<file path="config.mk">
export PLATFORM = sky130hd
export DESIGN_NAME = rbm_iteration_scheduler
export DESIGN_NICKNAME = d
export VERILOG_FILES = /design/src/rtl/rbm_sched_pkg.sv /design/src/rtl/rbm_iteration_scheduler_acc.sv /design/src/rtl/rbm_iteration_scheduler.sv
export SDC_FILE = /design/constraint.sdc
export NUM_CORES = 1
export LEC_CHECK = 0
export CAP_MARGIN = 20
export CORE_ASPECT_RATIO = 1.1
export CORE_MARGIN = 2
export CORE_UTILIZATION = 24
export CTS_CLUSTER_DIAMETER = 200
export DETAILED_ROUTE_END_ITERATION = 8
export GPL_ROUTABILITY_DRIVEN = 0
export PLACE_DENSITY = 0.48
export REMOVE_ABC_BUFFERS = 1
export SLEW_MARGIN = 20
export SYNTH_ARGS = -nofsm -noshare
export SYNTH_HDL_FRONTEND = slang
export SYNTH_SLANG_ARGS = --single-unit
export TNS_END_PERCENT = 1
</file>
<file path="constraint.sdc">
create_clock -name clock -period 4.8 [get_ports clock]
set_input_delay 0.96 -clock clock [delete_from_list [all_inputs] [get_ports clock]]
set_output_delay 0.96 -clock clock [all_outputs]
set_load 0.05 [all_outputs]
</file>
<file path="src/rtl/rbm_sched_pkg.sv">
// Shared types and helpers for the RBM iteration scheduler: state encoding,
// default saturation bound and the clamped signed add used by every accumulator.
package rbm_sched_pkg;

  typedef enum logic [2:0] {
    IDLE   = 3'd0,
    CLEAR  = 3'd1,
    RUN    = 3'd2,
    ARGMAX = 3'd3,
    DONE   = 3'd4
  } state_t;

  localparam logic [11:0] INF_DEFAULT = 12'b0111_1111_1111;

  function automatic int sat_lo(input int hi);
    return -hi;
  endfunction

  // Operands are sign-extended to 32 bits, so the sum cannot wrap before clamping.
  function automatic int sat_add(input int a, input int b, input int hi);
    int sum;
    sum = a + b;
    if (sum > hi) return hi;
    if (sum < sat_lo(hi)) return sat_lo(hi);
    return sum;
  endfunction

endpackage

</file>
<file path="src/rtl/rbm_iteration_scheduler_acc.sv">
// Single-class saturating accumulator: synchronous clear, enable-gated
// clamped signed add of one per-pass class value.
module rbm_sat_accumulator
  import rbm_sched_pkg::*;
#(
  parameter int unsigned          bitlength = 12,
  parameter logic [bitlength-1:0] Inf       = bitlength'(INF_DEFAULT)
) (
  input  logic                 clock,
  input  logic                 reset,
  input  logic                 clear,
  input  logic                 enable,
  input  logic [bitlength-1:0] din,
  output logic [bitlength-1:0] acc
);

  logic [bitlength-1:0] sum;

  always_comb begin
    sum = bitlength'(sat_add(int'($signed(acc)), int'($signed(din)), int'(Inf)));
  end

  always_ff @(posedge clock) begin
    if (reset || clear) acc <= '0;
    else if (enable)    acc <= sum;
  end

endmodule

</file>
<file path="src/rtl/rbm_iteration_scheduler.sv">
// Iteration scheduler for the two-layer stochastic RBM: per-pass layer reset,
// saturating class accumulation, sequential argmax. Optional early exit: RBM_EARLY_EXIT_EN.
module rbm_iteration_scheduler
  import rbm_sched_pkg::*;
#(
  parameter int unsigned          bitlength      = 12,
  parameter int unsigned          output_dim     = 10,
  parameter int unsigned          class_width    = 4,
  parameter logic [bitlength-1:0] Inf            = bitlength'(INF_DEFAULT),
  parameter int unsigned          iteration_num  = 100,
  parameter logic [bitlength-1:0] exit_threshold = bitlength'(1024)
) (
  input  logic                            clock,
  input  logic                            reset,
  input  logic                            data_valid,
  input  logic                            layer_finish,
  input  logic [output_dim*bitlength-1:0] LayerOutput,
  output logic                            layer_reset,
  output logic                            busy,
  output logic [output_dim*bitlength-1:0] OutputData,
  output logic [class_width-1:0]          predicted_class,
  output logic [31:0]                     iter_count,
  output logic                            finish
);

`ifdef RBM_EARLY_EXIT_EN
  localparam bit early_exit = 1'b1;
`else
  localparam bit early_exit = 1'b0;
`endif

  state_t state, state_next;

  logic                        acc_clear, acc_en;
  logic                        last_pass, exit_hit, am_last, take;
  logic [class_width-1:0]      am_idx, best_idx, nb_idx;
  logic signed [bitlength-1:0] best_val, cand, nb_val;

  always_comb begin
    acc_clear = (state == IDLE || state == DONE) && data_valid;
    acc_en    = (state == RUN) && layer_finish;
  end

  for (genvar g = 0; g < int'(output_dim); g++) begin : g_acc
    rbm_sat_accumulator #(
      .bitlength(bitlength),
      .Inf      (Inf)
    ) u_acc (
      .clock (clock),
      .reset (reset),
      .clear (acc_clear),
      .enable(acc_en),
      .din   (LayerOutput[g*bitlength +: bitlength]),
      .acc   (OutputData[g*bitlength +: bitlength])
    );
  end

  // Early exit inspects the values the accumulators are about to take.
  always_comb begin
    exit_hit = 1'b0;
    for (int unsigned g = 0; g < output_dim; g++) begin
      if (sat_add(int'($signed(OutputData[g*bitlength +: bitlength])),
                  int'($signed(LayerOutput[g*bitlength +: bitlength])),
                  int'(Inf)) >= int'($signed(exit_threshold)))
        exit_hit = 1'b1;
    end
  end

  always_comb begin
    last_pass = (iter_count + 32'd1) == 32'(iteration_num);
    am_last   = am_idx == class_width'(output_dim - 1);
    cand      = $signed(OutputData[am_idx*bitlength +: bitlength]);
    take      = (am_idx == '0) || (cand > best_val);
    nb_val    = take ? cand   : best_val;
    nb_idx    = take ? am_idx : best_idx;
  end

  always_ff @(posedge clock) begin
    if (reset) state <= IDLE;
    else       state <= state_next;
  end

  always_comb begin
    state_next = state;
    case (state)
      IDLE, DONE:
        if (data_valid) state_next = (iteration_num == 0) ? ARGMAX : CLEAR;
      CLEAR:
        state_next = RUN;
      RUN:
        if (layer_finish)
          state_next = (last_pass || (early_exit && exit_hit)) ? ARGMAX : CLEAR;
      ARGMAX:
        if (am_last) state_next = DONE;
      default:
        state_next = IDLE;
    endcase
  end

  always_comb begin
    layer_reset = (state != RUN);
    busy        = (state == CLEAR) || (state == RUN) || (state == ARGMAX);
    finish      = (state == DONE);
  end

  always_ff @(posedge clock) begin
    if (reset) begin
      iter_count      <= '0;
      predicted_class <= '0;
      am_idx          <= '0;
      best_idx        <= '0;
      best_val        <= '0;
    end else begin
      if (acc_clear) iter_count <= '0;
      else if (acc_en) iter_count <= iter_count + 32'd1;

      if (state == ARGMAX) begin
        am_idx   <= am_idx + 1'b1;
        best_val <= nb_val;
        best_idx <= nb_idx;
        if (am_last) predicted_class <= nb_idx;
      end else begin
        am_idx <= '0;
      end
    end
  end

endmodule

</file>
==> out/results.txt <==
worst skew pair latency -> 0.46 ns
part of the Yosys area used for sequential elements -> 23.7%
maxcap violations -> 0
power per standard cell area -> 211 mW/mm^2
CP dominant cell by count -> buf_4
TritonCTS clock tree -> done
vias after detailed routing -> 15100
Clock transition at path regs -> 0.07 ns
synth unique cells -> 77
Post-CTS Hold Fix Bufs -> 0
DRC -> 0
Final Hold Vio Count -> 0
Avg Vias per Cell -> 5.06
share of cells above drive strength 1 -> 6.14%
# nets final -> 2410
met3 usage in global routing -> 2.95%
Buf+Inv Stages, Crit Path -> 3
worst stage delay on the critical path -> 0.55 ns
area of the multi-input gates -> 0.0110 sq mm
Port Buf Inserts -> 282
total gr overflow -> 0
row cnt -> 96
ys async rst share -> 0%
mapped cell area -> 0.0151 sq mm
core box area -> 0.0623 sq mm
Final HPWL DP -> 45100 um
clock root buffer master -> clkbuf_16
crit-path max FO -> 11
crit path cell chain -> buf_4 -> mux4_2 -> mux2i_1 -> o22ai_1 -> ha_1 -> nor2b_1 -> o21a_1 -> o21a_1 -> o21bai_1 -> a31oi_1 -> o311ai_0 -> buf_4 -> a31oi_2 -> buf_4 -> mux2i_1
Post-synth top flop -> dfxtp_1
M2 GR Usage -> 28.9%
Post-synth EDFFs -> 0
first-pass GRT wire length -> 86300 um
postcts setup bufs -> 0
Peak VDD IR -> 256 uV
Die X -> 243 um
Register Area -> 0.00358 sq mm
fin. max-slew vios -> 0
worst endpoint required time -> 5.18 ns
vias in the first global route -> 14800
Max H-tree Level -> 4
maximum clock rate -> 244 MHz
leakage power -> 7.11 nW
number of gates resized after cts -> 0
post-route antenna net violation count -> 0
Clock Tree Buf Depth -> 2
Top Family by Delay on Critical Path -> compound AO/OA/AOI/OAI gates
min Tclk post-route -> 4.10 ns
CP arrival -> 4.49 ns
Avg WL per Cell -> 19.0 um
status -> finished clean
Top Ports -> 283
global routing's busiest layer -> met2
worst clock skew -> 0.00838 ns
initial core utilization -> 24.3%
flop and latch count out of synthesis -> 179
die height -> 267 um
antenna violations before repair -> 1
FILL cells -> 6563
largest net degree at the start of global routing -> 69
# clock sinks -> 179
Synth Instances -> 1894
Crit. End Element -> flip-flop
fin area -> 0.0196 sq mm
final setup fails -> 0
final core utilization -> 31.4%
CP Class -> flip-flop to flip-flop
Worst Tran Pin Value -> 0.779 ns
Period Utilization, post-route -> 85.5%
grt met1 use -> 22.0%
most frequent cells in the layout -> 282 x clkdlybuf4s50_1, 182 x nor2_1, 178 x dfxtp_1
syn_area_per_cell -> 7.98 sq um
DR pass1 iterations -> 5
final hold slack -> 0.459 ns
Setup crit start kind -> flip-flop
Slowest-stage cell, CP -> dfxtp_2
drt total wl -> 56600 um
die area -> 0.0650 sq mm
1st-iter DRT viols -> 612
Yosys warning total -> 0
global-route total usage across every layer -> 17.0%
most common cell after layout, fill and taps aside -> clkdlybuf4s50_1
Num CTS Buffers -> 17
Max-slew headroom -> 46.6%
RSZ-0062 raised after global routing -> no
Area Overhead vs Synth -> 29.4%
placed cell area -> 0.0189 sq mm
Hold Path Class -> flip-flop to flip-flop
-- worst paths after layout --
check                                   startpoint            endpoint  slack, ns  cells after the start
worst max register to register           am_idx[0]        best_val[11]       0.70                     15
worst max-delay path                     am_idx[0]        best_val[11]       0.70                     15
worst min register to register  predicted_class[2]  predicted_class[2]       0.46                      2
worst min-delay path            predicted_class[2]  predicted_class[2]       0.46                      2
-- registers in the layout, summed over array words and instances, names as in the netlist --
register	count
predicted_class	4
iter_count	32
g_acc.u_acc.acc	120
best_idx	4
am_idx	4
best_val	12
state	3
-- layer usage --
layer | up-vias | routed length [um] | share of wire, %
li1 | 7524 | - | -
met4 | 2 | 1230 | 2.2
met3 | 55 | 2510 | 4.4
met5 | - | 8 | 0.014
met1 | 7171 | 26000 | 46
met2 | 355 | 26800 | 47
-- cells in the mapped netlist, types with 8 or more instances --
library cell,n,area [sq um]
o31a_1,9,78.8
nand3b_1,8,60.1
mux4_2,24,541
nor4_1,22,138
o31ai_1,12,90.1
nor2b_1,26,163
o21a_1,37,278
or2_2,15,93.8
xnor2_1,55,482
clkbuf_1,83,312
fa_1,10,200
nand3_1,42,210
nand2_1,120,450
a31oi_1,23,144
a211oi_1,23,173
and3_1,12,75.1
o21ai_0,155,776
nor3_1,45,225
maj3_1,22,220
nor2_1,184,691
mux2_2,8,90.1
a32oi_1,10,87.6
and2_1,17,106
ha_1,136,1700
a21o_1,21,158
or3_1,14,87.6
a22oi_1,10,75.1
nand2b_1,47,294
a21oi_1,161,806
o211ai_1,19,143
inv_1,72,270
xor2_1,63,552
dfxtp_1,179,3580
o22ai_1,28,175
o311ai_0,11,96.3
nand4_1,22,138
mux2i_1,41,410
-- report_power, final --
| part | total [mW] | internal [mW] | switching, mW |
|---|---|---|---|
| clock network | 1.55 | 0.925 | 0.629 |
| logic | 1.01 | 0.425 | 0.588 |
| registers | 1.56 | 1.51 | 0.0521 |
| total | 4.13 | 2.86 | 1.27 |
-- worst min-delay path: stages, from the launching register on --
cell,delay [ns]
dfxtp_1,0.31
nand2_1,0.05
a21oi_1,0.05
-- kinds of logic after synthesis --
kind of cell    share of synthesized area (%)
simple gates                             19.6
flops                                    23.7
fa+ha+maj                                14.0
mux                                      6.89
buf+inv                                  4.03
xor+xnor                                 6.84
compound gates                           24.9
-- through the flow --
step / power [mW] / TNS [ns] / worst slack, ns / cells
floorplan: 2.21 / -3.13 / -0.369 / 1804
global placement: 2.60 / 0 / 0.553 / 2954
detailed placement: 2.61 / 0 / 0.494 / 2954
CTS: 4.18 / 0 / 0.581 / 2984
global route: 4.34 / 0 / 0.348 / 2984
finish: 4.13 / 0 / 0.695 / 2985
-- cell type report --
class | count | share of cell area [%]
Multi-Input combinational cell | 1553 | 56.0
Sequential cell | 179 | 18.3
Timing Repair Buffer | 317 | 15.8
Tap cell | 833 | 5.33
Clock buffer | 18 | 2.24
Inverter | 72 | 1.38
Clock inverter | 12 | 0.959
Antenna cell | 1 | 0.0128
Power figures use the tool's default switching activity.
